`src/rtl/scr1_tcm_sp_arbiter_pkg.sv`:
```
// rtl/scr1_tcm_sp_arbiter_pkg.sv - memory interface enums, grant type and lane helpers for the shared TCM
package scr1_tcm_sp_arbiter_pkg;

  typedef enum logic {
    SCR1_MEM_CMD_RD = 1'b0,
    SCR1_MEM_CMD_WR = 1'b1
  } type_scr1_mem_cmd_e;

  typedef enum logic [1:0] {
    SCR1_MEM_WIDTH_BYTE  = 2'b00,
    SCR1_MEM_WIDTH_HWORD = 2'b01,
    SCR1_MEM_WIDTH_WORD  = 2'b10,
    SCR1_MEM_WIDTH_ERROR = 2'b11
  } type_scr1_mem_width_e;

  typedef enum logic [1:0] {
    SCR1_MEM_RESP_NOTRDY = 2'b00,
    SCR1_MEM_RESP_RDY_OK = 2'b01,
    SCR1_MEM_RESP_RDY_ER = 2'b10
  } type_scr1_mem_resp_e;

  typedef enum logic [1:0] {
    SCR1_TCM_GRANT_NONE = 2'b00,
    SCR1_TCM_GRANT_IMEM = 2'b01,
    SCR1_TCM_GRANT_DMEM = 2'b10
  } type_scr1_tcm_grant_e;

  function automatic logic [3:0] scr1_tcm_byte_en(input type_scr1_mem_width_e width,
                                                  input logic [1:0] offs);
    logic [3:0] be;
    case (width)
      SCR1_MEM_WIDTH_BYTE:  be = 4'b0001 << offs;
      SCR1_MEM_WIDTH_HWORD: be = 4'b0011 << {offs[1], 1'b0};
      default:              be = 4'b1111;
    endcase
    return be;
  endfunction

  // Replicate the LSB-aligned write data across all lanes so byte enables alone pick the target.
  function automatic logic [31:0] scr1_tcm_lane_data(input type_scr1_mem_width_e width,
                                                     input logic [31:0] wdata);
    logic [31:0] d;
    case (width)
      SCR1_MEM_WIDTH_BYTE:  d = {4{wdata[7:0]}};
      SCR1_MEM_WIDTH_HWORD: d = {2{wdata[15:0]}};
      default:              d = wdata;
    endcase
    return d;
  endfunction

endpackage

```
`src/rtl/scr1_tcm_arb2.sv`:
```
// rtl/scr1_tcm_arb2.sv - two-way imem/dmem arbiter with round-robin or dmem-priority anti-starvation
module scr1_tcm_arb2
  import scr1_tcm_sp_arbiter_pkg::*;
#(
  parameter int ARB_MODE = 0,
  parameter int MAX_WAIT = 4
) (
  input  logic       clk,
  input  logic       rst_n,
  input  logic       imem_req,
  input  logic       dmem_req,
  output logic [1:0] grant
);

  localparam logic [3:0] WAIT_MAX = 4'(MAX_WAIT);

  type_scr1_tcm_grant_e last_grant;
  logic [3:0]           wait_cnt;

  // grant is one-hot {dmem, imem}
  always_comb begin
    grant = 2'b00;
    if (imem_req && dmem_req) begin
      if (ARB_MODE == 0) begin
        grant = (last_grant == SCR1_TCM_GRANT_IMEM) ? 2'b10 : 2'b01;
      end else begin
        grant = (wait_cnt == WAIT_MAX) ? 2'b01 : 2'b10;
      end
    end else if (imem_req) begin
      grant = 2'b01;
    end else if (dmem_req) begin
      grant = 2'b10;
    end
  end

  always_ff @(posedge clk or negedge rst_n) begin
    if (!rst_n) begin
      last_grant <= SCR1_TCM_GRANT_IMEM;
      wait_cnt   <= 4'd0;
    end else begin
      if (grant[0]) begin
        last_grant <= SCR1_TCM_GRANT_IMEM;
      end else if (grant[1]) begin
        last_grant <= SCR1_TCM_GRANT_DMEM;
      end
      if (grant[0]) begin
        wait_cnt <= 4'd0;
      end else if (imem_req && (wait_cnt != WAIT_MAX)) begin
        wait_cnt <= wait_cnt + 4'd1;
      end
    end
  end

endmodule

```
`src/rtl/scr1_tcm_sp_arbiter.sv`:
```
// rtl/scr1_tcm_sp_arbiter.sv - single-port TCM shared between imem and dmem, one access per cycle
module scr1_tcm_sp_arbiter
  import scr1_tcm_sp_arbiter_pkg::*;
#(
  parameter logic [31:0] SCR1_TCM_SIZE = 32'h00010000,
  parameter int          ARB_MODE      = 0,
  parameter int          MAX_WAIT      = 4,
  localparam int         AW            = $clog2(SCR1_TCM_SIZE) - 2
) (
  input  logic                 clk,
  input  logic                 rst_n,
  input  logic                 imem_req,
  output logic                 imem_req_ack,
  input  logic [31:0]          imem_addr,
  output logic [31:0]          imem_rdata,
  output type_scr1_mem_resp_e  imem_resp,
  input  logic                 dmem_req,
  output logic                 dmem_req_ack,
  input  type_scr1_mem_cmd_e   dmem_cmd,
  input  type_scr1_mem_width_e dmem_width,
  input  logic [31:0]          dmem_addr,
  input  logic [31:0]          dmem_wdata,
  output logic [31:0]          dmem_rdata,
  output type_scr1_mem_resp_e  dmem_resp,
  output logic                 mem_en,
  output logic                 mem_we,
  output logic [3:0]           mem_be,
  output logic [AW-1:0]        mem_addr,
  output logic [31:0]          mem_wdata,
  input  logic [31:0]          mem_rdata
);

  logic       imem_req_v;
  logic       dmem_req_v;
  logic [1:0] grant;
  logic       imem_err;
  logic       dmem_misalign;
  logic       dmem_err;

  // Masking requests with rst_n keeps acks and RAM strobes low for the whole reset window.
  assign imem_req_v = imem_req & rst_n;
  assign dmem_req_v = dmem_req & rst_n;

  scr1_tcm_arb2 #(
    .ARB_MODE (ARB_MODE),
    .MAX_WAIT (MAX_WAIT)
  ) i_arb (
    .clk      (clk),
    .rst_n    (rst_n),
    .imem_req (imem_req_v),
    .dmem_req (dmem_req_v),
    .grant    (grant)
  );

  assign imem_req_ack = grant[0];
  assign dmem_req_ack = grant[1];

  always_comb begin
    dmem_misalign = 1'b0;
    case (dmem_width)
      SCR1_MEM_WIDTH_BYTE:  dmem_misalign = 1'b0;
      SCR1_MEM_WIDTH_HWORD: dmem_misalign = dmem_addr[0];
      SCR1_MEM_WIDTH_WORD:  dmem_misalign = |dmem_addr[1:0];
      default:              dmem_misalign = 1'b1;
    endcase
  end

  assign imem_err = (imem_addr >= SCR1_TCM_SIZE);
  assign dmem_err = (dmem_addr >= SCR1_TCM_SIZE) | dmem_misalign;

  always_comb begin
    mem_en    = 1'b0;
    mem_we    = 1'b0;
    mem_be    = 4'b1111;
    mem_addr  = imem_addr[AW+1:2];
    mem_wdata = scr1_tcm_lane_data(dmem_width, dmem_wdata);
    if (grant[0]) begin
      mem_en = ~imem_err;
    end else if (grant[1]) begin
      mem_en   = ~dmem_err;
      mem_we   = ~dmem_err & (dmem_cmd == SCR1_MEM_CMD_WR);
      mem_be   = scr1_tcm_byte_en(dmem_width, dmem_addr[1:0]);
      mem_addr = dmem_addr[AW+1:2];
    end
  end

  // Response pipeline: which side owns next cycle's response, and how to present its data.
  type_scr1_tcm_grant_e resp_owner;
  logic                 resp_err;
  logic                 resp_rd;
  logic [1:0]           resp_shift;
  logic [31:0]          imem_rdata_q;
  logic [31:0]          dmem_rdata_q;

  always_ff @(posedge clk or negedge rst_n) begin
    if (!rst_n) begin
      resp_owner <= SCR1_TCM_GRANT_NONE;
      resp_err   <= 1'b0;
      resp_rd    <= 1'b0;
      resp_shift <= 2'b00;
    end else if (grant[0]) begin
      resp_owner <= SCR1_TCM_GRANT_IMEM;
      resp_err   <= imem_err;
      resp_rd    <= 1'b1;
      resp_shift <= 2'b00;
    end else if (grant[1]) begin
      resp_owner <= SCR1_TCM_GRANT_DMEM;
      resp_err   <= dmem_err;
      resp_rd    <= (dmem_cmd == SCR1_MEM_CMD_RD);
      resp_shift <= dmem_addr[1:0];
    end else begin
      resp_owner <= SCR1_TCM_GRANT_NONE;
    end
  end

  always_comb begin
    imem_resp  = SCR1_MEM_RESP_NOTRDY;
    dmem_resp  = SCR1_MEM_RESP_NOTRDY;
    imem_rdata = imem_rdata_q;
    dmem_rdata = dmem_rdata_q;
    if (resp_owner == SCR1_TCM_GRANT_IMEM) begin
      imem_resp  = resp_err ? SCR1_MEM_RESP_RDY_ER : SCR1_MEM_RESP_RDY_OK;
      imem_rdata = resp_err ? 32'd0 : mem_rdata;
    end else if (resp_owner == SCR1_TCM_GRANT_DMEM) begin
      dmem_resp = resp_err ? SCR1_MEM_RESP_RDY_ER : SCR1_MEM_RESP_RDY_OK;
      if (resp_err) begin
        dmem_rdata = 32'd0;
      end else if (resp_rd) begin
        dmem_rdata = mem_rdata >> {resp_shift, 3'b000};
      end
    end
  end

  // Presented data is re-registered so it holds while the response is NOTRDY.
  always_ff @(posedge clk or negedge rst_n) begin
    if (!rst_n) begin
      imem_rdata_q <= 32'd0;
      dmem_rdata_q <= 32'd0;
    end else begin
      imem_rdata_q <= imem_rdata;
      dmem_rdata_q <= dmem_rdata;
    end
  end

endmodule

```
`config.mk`:
```
export PLATFORM = sky130hd
export DESIGN_NAME = scr1_tcm_sp_arbiter
export DESIGN_NICKNAME = d
export VERILOG_FILES = /design/src/rtl/scr1_tcm_sp_arbiter_pkg.sv /design/src/rtl/scr1_tcm_arb2.sv /design/src/rtl/scr1_tcm_sp_arbiter.sv
export SDC_FILE = /design/constraint.sdc
export NUM_CORES = 1
export LEC_CHECK = 0
export ABC_AREA = 1
export BUFFER_PORTS_ARGS = -buffer_cell sky130_fd_sc_hd__buf_2
export CAP_MARGIN = 20
export CORE_MARGIN = 1
export CORE_UTILIZATION = 40
export CTS_CLUSTER_DIAMETER = 80
export DETAILED_ROUTE_END_ITERATION = 10
export PLACE_DENSITY_LB_ADDON = 0.12
export SLEW_MARGIN = 20
export SYNTH_ARGS = -nofsm -noshare
export SYNTH_HDL_FRONTEND = slang
export SYNTH_SLANG_ARGS = --single-unit
```
`constraint.sdc`:
```
create_clock -name clk -period 2.45 [get_ports clk]
set_clock_uncertainty 0.2 [all_clocks]
set_input_delay 0.245 -clock clk [delete_from_list [all_inputs] [get_ports clk]]
set_output_delay 0.245 -clock clk [all_outputs]
set_load 0.01 [all_outputs]
```
==> impl_metrics.ini, run 1 <==
[setup_path]
cp_common_cell = o21ai_0
max_stage_delay_ns = 0.38
crit_required_ns = 2.01
startpoint_type = register
path_cells = buf_6 > buf_6 > o21ai_0 > nand2_1 > o21ai_0 > nand2_1 > o21ai_0 > buf_2
r2r_slack_ns = 0.82
crit_path_max_fanout = 22
worst_path_max_delay_cell = dfrtp_1
critPathKind = register to output port
arrival_ns = 1.85
end_kind = output port

[grt]
antenna_found_initial = 0
track_usage_pct = 25.7
grt_max_degree = 73
grt_pass1_vias = 4143
grt-ovfl-total = 0
grt_pass1_wl_um = 20200

[sta]
hold_slack_ns = -0.0155
min_period_over_period_pct = 93.5
fin_crit_ns = 2.29
slew_headroom_pct = 40.0
worst_pin_slew_ns = 0.899
fmax_mhz = 436
drv_slew = 0
rsz0062_at_grt = true
finalHoldViolCount = 28
setup_viol = 0

[logic_synthesis]
synth_top_area_cell = dfrtp_1
yosysSeqAreaShare_pct = 45.3
ys_ff_latch = 72
yosys.cell_types.count = 30
syn_area_um2 = 3980
synth_area_leaders = dfrtp_1 (45%), nand2_1 (17%), o21ai_0 (10%)
ys_warn_count = 0
synth_fp_nets = 682
synthCells = 547
avgSynthCellArea_um2 = 7.28
synth_top_area_share_pct = 44.6

[hold_path]
hold_path_class = input port to async pin

[cts]
clock-sinks = 72
clockBufferDepth = 2
clk_latency_ns = 0.34
cts_buffers = 9
clk_pin_slew_ns = 0.07
h-tree-depth = 3
cts_tree = yes
cts-root-buf = clkbuf_8

[floorplan]
rows = 36
core_area_um2 = 9730
die_x_um = 102
die_height_um = 102
die_area_um2 = 10400
ios = 257
start_util_pct = 40.9

[run_status]
violations = negative hold slack
status = complete, but fails checks

[placed_design]
placed_area_um2 = 5330
gp_congestion = 0.892
dpl.hpwl_um = 10600
port_buffers = 254

[route]
firstDrtPassIters = 5
ant_nets = 0
viasPerCell = 4.83
vias = 4539
drc = 0
drt_iter0_drc = 169
wl_per_cell_um = 14.2
routed_wirelength_um = 13400

[cells_and_area]
antenna_cells = 0
fin_nets = 937
final_core_util_pct = 58.1
syn_to_final_growth_pct = 42.0
final_cell_mix = buf_2 (253), nand2_1 (181), o21ai_0 (76)
final_common_cell = buf_2
fillers = 964
layout-drive-gt1-share_pct = 36.8
fin_area_um2 = 5660

[run]
cap_violations = 0

[power]
power_density_nw_per_um2 = 633
vdd.ir_drop.worst_v = 0.000269
leakage_nw = 3.20
[cell usage after synthesis, drive strengths merged]
| library cell | number |
|---|---|
| buf | 28 |
| inv | 71 |
| a22oi | 1 |
| nand2 | 182 |
| dfrtp | 71 |
| dfstp | 1 |
| nor3b | 1 |
| nand4 | 7 |
| o21bai | 1 |
| nand3 | 16 |
| a22o | 9 |
| o221ai | 1 |
| nor4 | 1 |
| nor2 | 32 |
| clkinv | 2 |
| o21ai | 83 |
| o211ai | 10 |
| clkbuf | 6 |
| nor3 | 6 |
| o22ai | 9 |
| a21oi | 9 |
[cells by family after synthesis]
group                  synth area share, %
AOI/OAI and AO/OA                     17.6
buffers and inverters                 11.9
DFF                                   45.3
and+or+nand+nor                       25.2
[through the flow]
step                      cells  setup TNS, ns  setup WS (ns)  total power [mW]
after floorplan             547              0          0.746              2.06
after global placement      914              0          0.495              2.56
after detailed placement    914              0          0.449              2.58
after CTS                   939              0         0.0705              3.60
after global routing        939        -0.0118       -0.00641              3.80
final                       939              0          0.158              3.58
[report_power, final]
| part | internal [mW] | switching, mW | total [mW] |
|---|---|---|---|
| Sequential | 1.38 | 0.0599 | 1.44 |
| Combinational | 0.448 | 0.688 | 1.14 |
| Clock | 0.564 | 0.445 | 1.01 |
| Total | 2.39 | 1.19 | 3.58 |
[flip-flops by register name, indices dropped and copies added, names as in the netlist]
signal	flops
dmem_rdata_q	32
i_arb.last_grant	2
imem_rdata_q	32
resp_err	1
resp_owner	2
resp_rd	1
resp_shift	2
[critical path, delay by kind of cell, from the launching register on]
family | cells | cell delay [ns]
AOI/OAI and AO/OA | 3 | 0.45
and+or+nand+nor | 2 | 0.16
DFF | 1 | 0.38
buffers and inverters | 3 | 0.51
[area by class of cell]
cell class	count	area (µm²)	share of cell area, %
Multi-Input combinational cell	368	1710	30.2
Sequential cell	72	1800	31.9
Timing Repair Buffer	278	1490	26.4
Clock buffer	9	124	2.19
Clock inverter	6	85.1	1.50
Inverter	73	277	4.89
Tap cell	133	166	2.94
[timing repair]
action,CTS,global route
hold endpoints to repair,10,0
setup endpoints to repair,0,13
hold buffers,10,0
gates resized for setup,0,10
buffers inserted,0,0
[routing by layer]
metal / wire (µm) / vias to the layer above / part of all wire, % / global-route usage [%]
met4: 299 / 0 / 2.2 / 10.3
met2: 6680 / 187 / 50 / 44.6
met1: 5520 / 2073 / 41 / 30.9
met5: 0 / - / 0 / 0
met3: 877 / 23 / 6.6 / 5.45
li1: - / 2256 / - / -
[worst paths after layout]
path | from | end | depth (start not counted)
hold / removal | rst_n | imem_rdata_q[3] | 2
setup reg to reg | resp_owner[0] | imem_rdata_q[12] | 4
setup / recovery | resp_shift[0] | dmem_rdata[6] | 8
max in group asynchronous | rst_n | dmem_rdata_q[31] | 2
min in group clk | mem_rdata[19] | imem_rdata_q[19] | 3
hold reg to reg | i_arb.last_grant[0] | i_arb.last_grant[0] | 2
Note: power is estimated with default switching activity, not from simulation.
==> run 2: changes to the inputs <==
- GPL_TIMING_DRIVEN: unset -> 0
==> run 2 against run 1 <==
Effect of this change:
- the flow now finishes without violations
- via count grew 2.2%
- count of clock-buffer cells in the layout rose by 1
- core utilization rose by 2.0 points
- setup slack got worse by 0.055 ns
- power rose by 1.9%
- non-clock buffer count is 27 higher
==> impl_metrics.ini, run 2 (same netlist as run 1, synthesis figures left out) <==
[floorplan]
start_util_pct = 40.9
rows = 36
die_height_um = 102
die_x_um = 102
ios = 257
die_area_um2 = 10400
core_area_um2 = 9730

[cells_and_area]
multi_input_area_um2 = 1720
fillers = 962
top_regs = dmem_rdata_q (32), imem_rdata_q (32)
fin_nets = 964
syn_to_final_growth_pct = 47.0
final_common_cell = buf_2
final_cells = 966
fin_area_um2 = 5850
antenna_cells = 0
final_cell_mix = buf_2 (267), nand2_1 (182), dfrtp_1 (71)
layout-drive-gt1-share_pct = 37.8
seqCellArea_um2 = 1800

[setup_path]
critPathKind = register to output port
end_kind = output port
crit_required_ns = 2.01
startpoint_type = register
worstReg2RegEnd = dmem_rdata_q[9]
crit_path_max_fanout = 10
arrival_ns = 1.90
r2r_slack_ns = 0.75
timing.rr.start = resp_shift[0]
reg2reg_depth = 7

[run]
cap_violations = 0

[cts]
clock-sinks = 72
cts_tree = yes
h-tree-depth = 3
cts_buffers = 9
clk_pin_slew_ns = 0.07
cts-root-buf = clkbuf_8
clockBufferDepth = 2
clk_latency_ns = 0.35

[hold_path]
hp-start = mem_rdata[19]
hold_end = imem_rdata_q[19]
holdPathStages = 3
hold_path_class = input port to register

[run_status]
status = finished clean

[route]
drc = 0
vias = 4640
drt_iter0_drc = 145
routed_wirelength_um = 14300
firstDrtPassIters = 5
wl_per_cell_um = 14.8
ant_nets = 0
viasPerCell = 4.80

[grt]
grt_pass1_vias = 4347
antenna_found_initial = 0
grt_max_degree = 39
grt_pass1_wl_um = 21600
grt-ovfl-total = 0
track_usage_pct = 27.8

[sta]
worst_pin_slew_ns = 0.539
rsz0062_at_grt = true
min_period_over_period_pct = 95.8
slew_headroom_pct = 64.0
setup_viol = 0
fmax_mhz = 426
hold_slack_ns = 0.0233
drv_slew = 0
fin_crit_ns = 2.35
finalHoldViolCount = 0

[placed_design]
dpl.hpwl_um = 11600
gp_congestion = 0.866
placedCellCount = 934
placed_area_um2 = 5440
port_buffers = 253

[power]
vdd.ir_drop.worst_v = 0.000231
leakage_nw = 3.31
power_density_nw_per_um2 = 623
-- run 2: critical path: stages, from the launching register on --
cell and delay (ns):
dfrtp_1 0.36, buf_2 0.17, nor2_4 0.24, buf_6 0.18, nand2_1 0.17, o22ai_1 0.23
buf_2 0.20
-- run 2: worst max path at each step --
| stage | to | cells after the start | slack [ns] | startpoint |
|---|---|---|---|---|
| 6_report | dmem_rdata[19] | 6 | 0.10 | resp_shift[1] |
| 4_1_cts | dmem_rdata[3] | 7 | 0.02 | resp_shift[0] |
| 2_1_floorplan | mem_addr[10] | 7 | 0.75 | i_arb.last_grant[0] |
| 5_1_grt | dmem_rdata[17] | 6 | -0.02 | resp_shift[1] |
| 3_3_place_gp | mem_addr[11] | 8 | -0.78 | rst_n |
| 3_5_place_dp | mem_addr[11] | 9 | 0.17 | rst_n |
-- run 2: metrics by stage --
stage | util, % | setup slack [ns] | power [mW] | setup TNS (ns)
2_1_floorplan | - | 0.746 | 2.06 | 0
5_1_grt | 60.2 | -0.0159 | 3.87 | -0.0329
3_3_place_gp | 55.6 | -0.777 | 2.58 | -16.09
3_5_place_dp | 55.9 | 0.174 | 2.60 | 0
6_report | 60.2 | 0.103 | 3.65 | 0
4_1_cts | 59.9 | 0.0200 | 3.66 | 0
-- run 2: cell type report --
| cell class | count | share of cell area [%] |
|---|---|---|
| inverters | 73 | 4.72 |
| multi-input cells | 368 | 29.4 |
| clock inverters | 5 | 1.39 |
| clock buffers | 10 | 2.35 |
| flip-flops and latches | 72 | 30.8 |
| well taps | 133 | 2.84 |
| repair buffers | 271 | 25.1 |
| plain buffers | 34 | 3.46 |
-- run 2: repair_timing --
item	4_1_cts	5_1_grt
hold endpoints to repair	48	0
setup endpoints to repair	0	29
resized for setup	0	19
hold buffers	16	0
buffers inserted	0	1
-- run 2: power by group --
part	internal, mW	switching, mW
combinational	0.471	0.716
clock	0.595	0.433
sequential	1.38	0.0575
total	2.44	1.21
-- run 2: layer usage --
metal  vias to the layer above  part of all wire (%)  global-route usage (%)
met5                         -                     0                       0
met3                        34                   5.9                    5.24
met1                      2105                    41                    32.6
met4                         0                   3.3                    12.8
li1                       2309                     -                       -
met2                       192                    50                    49.1
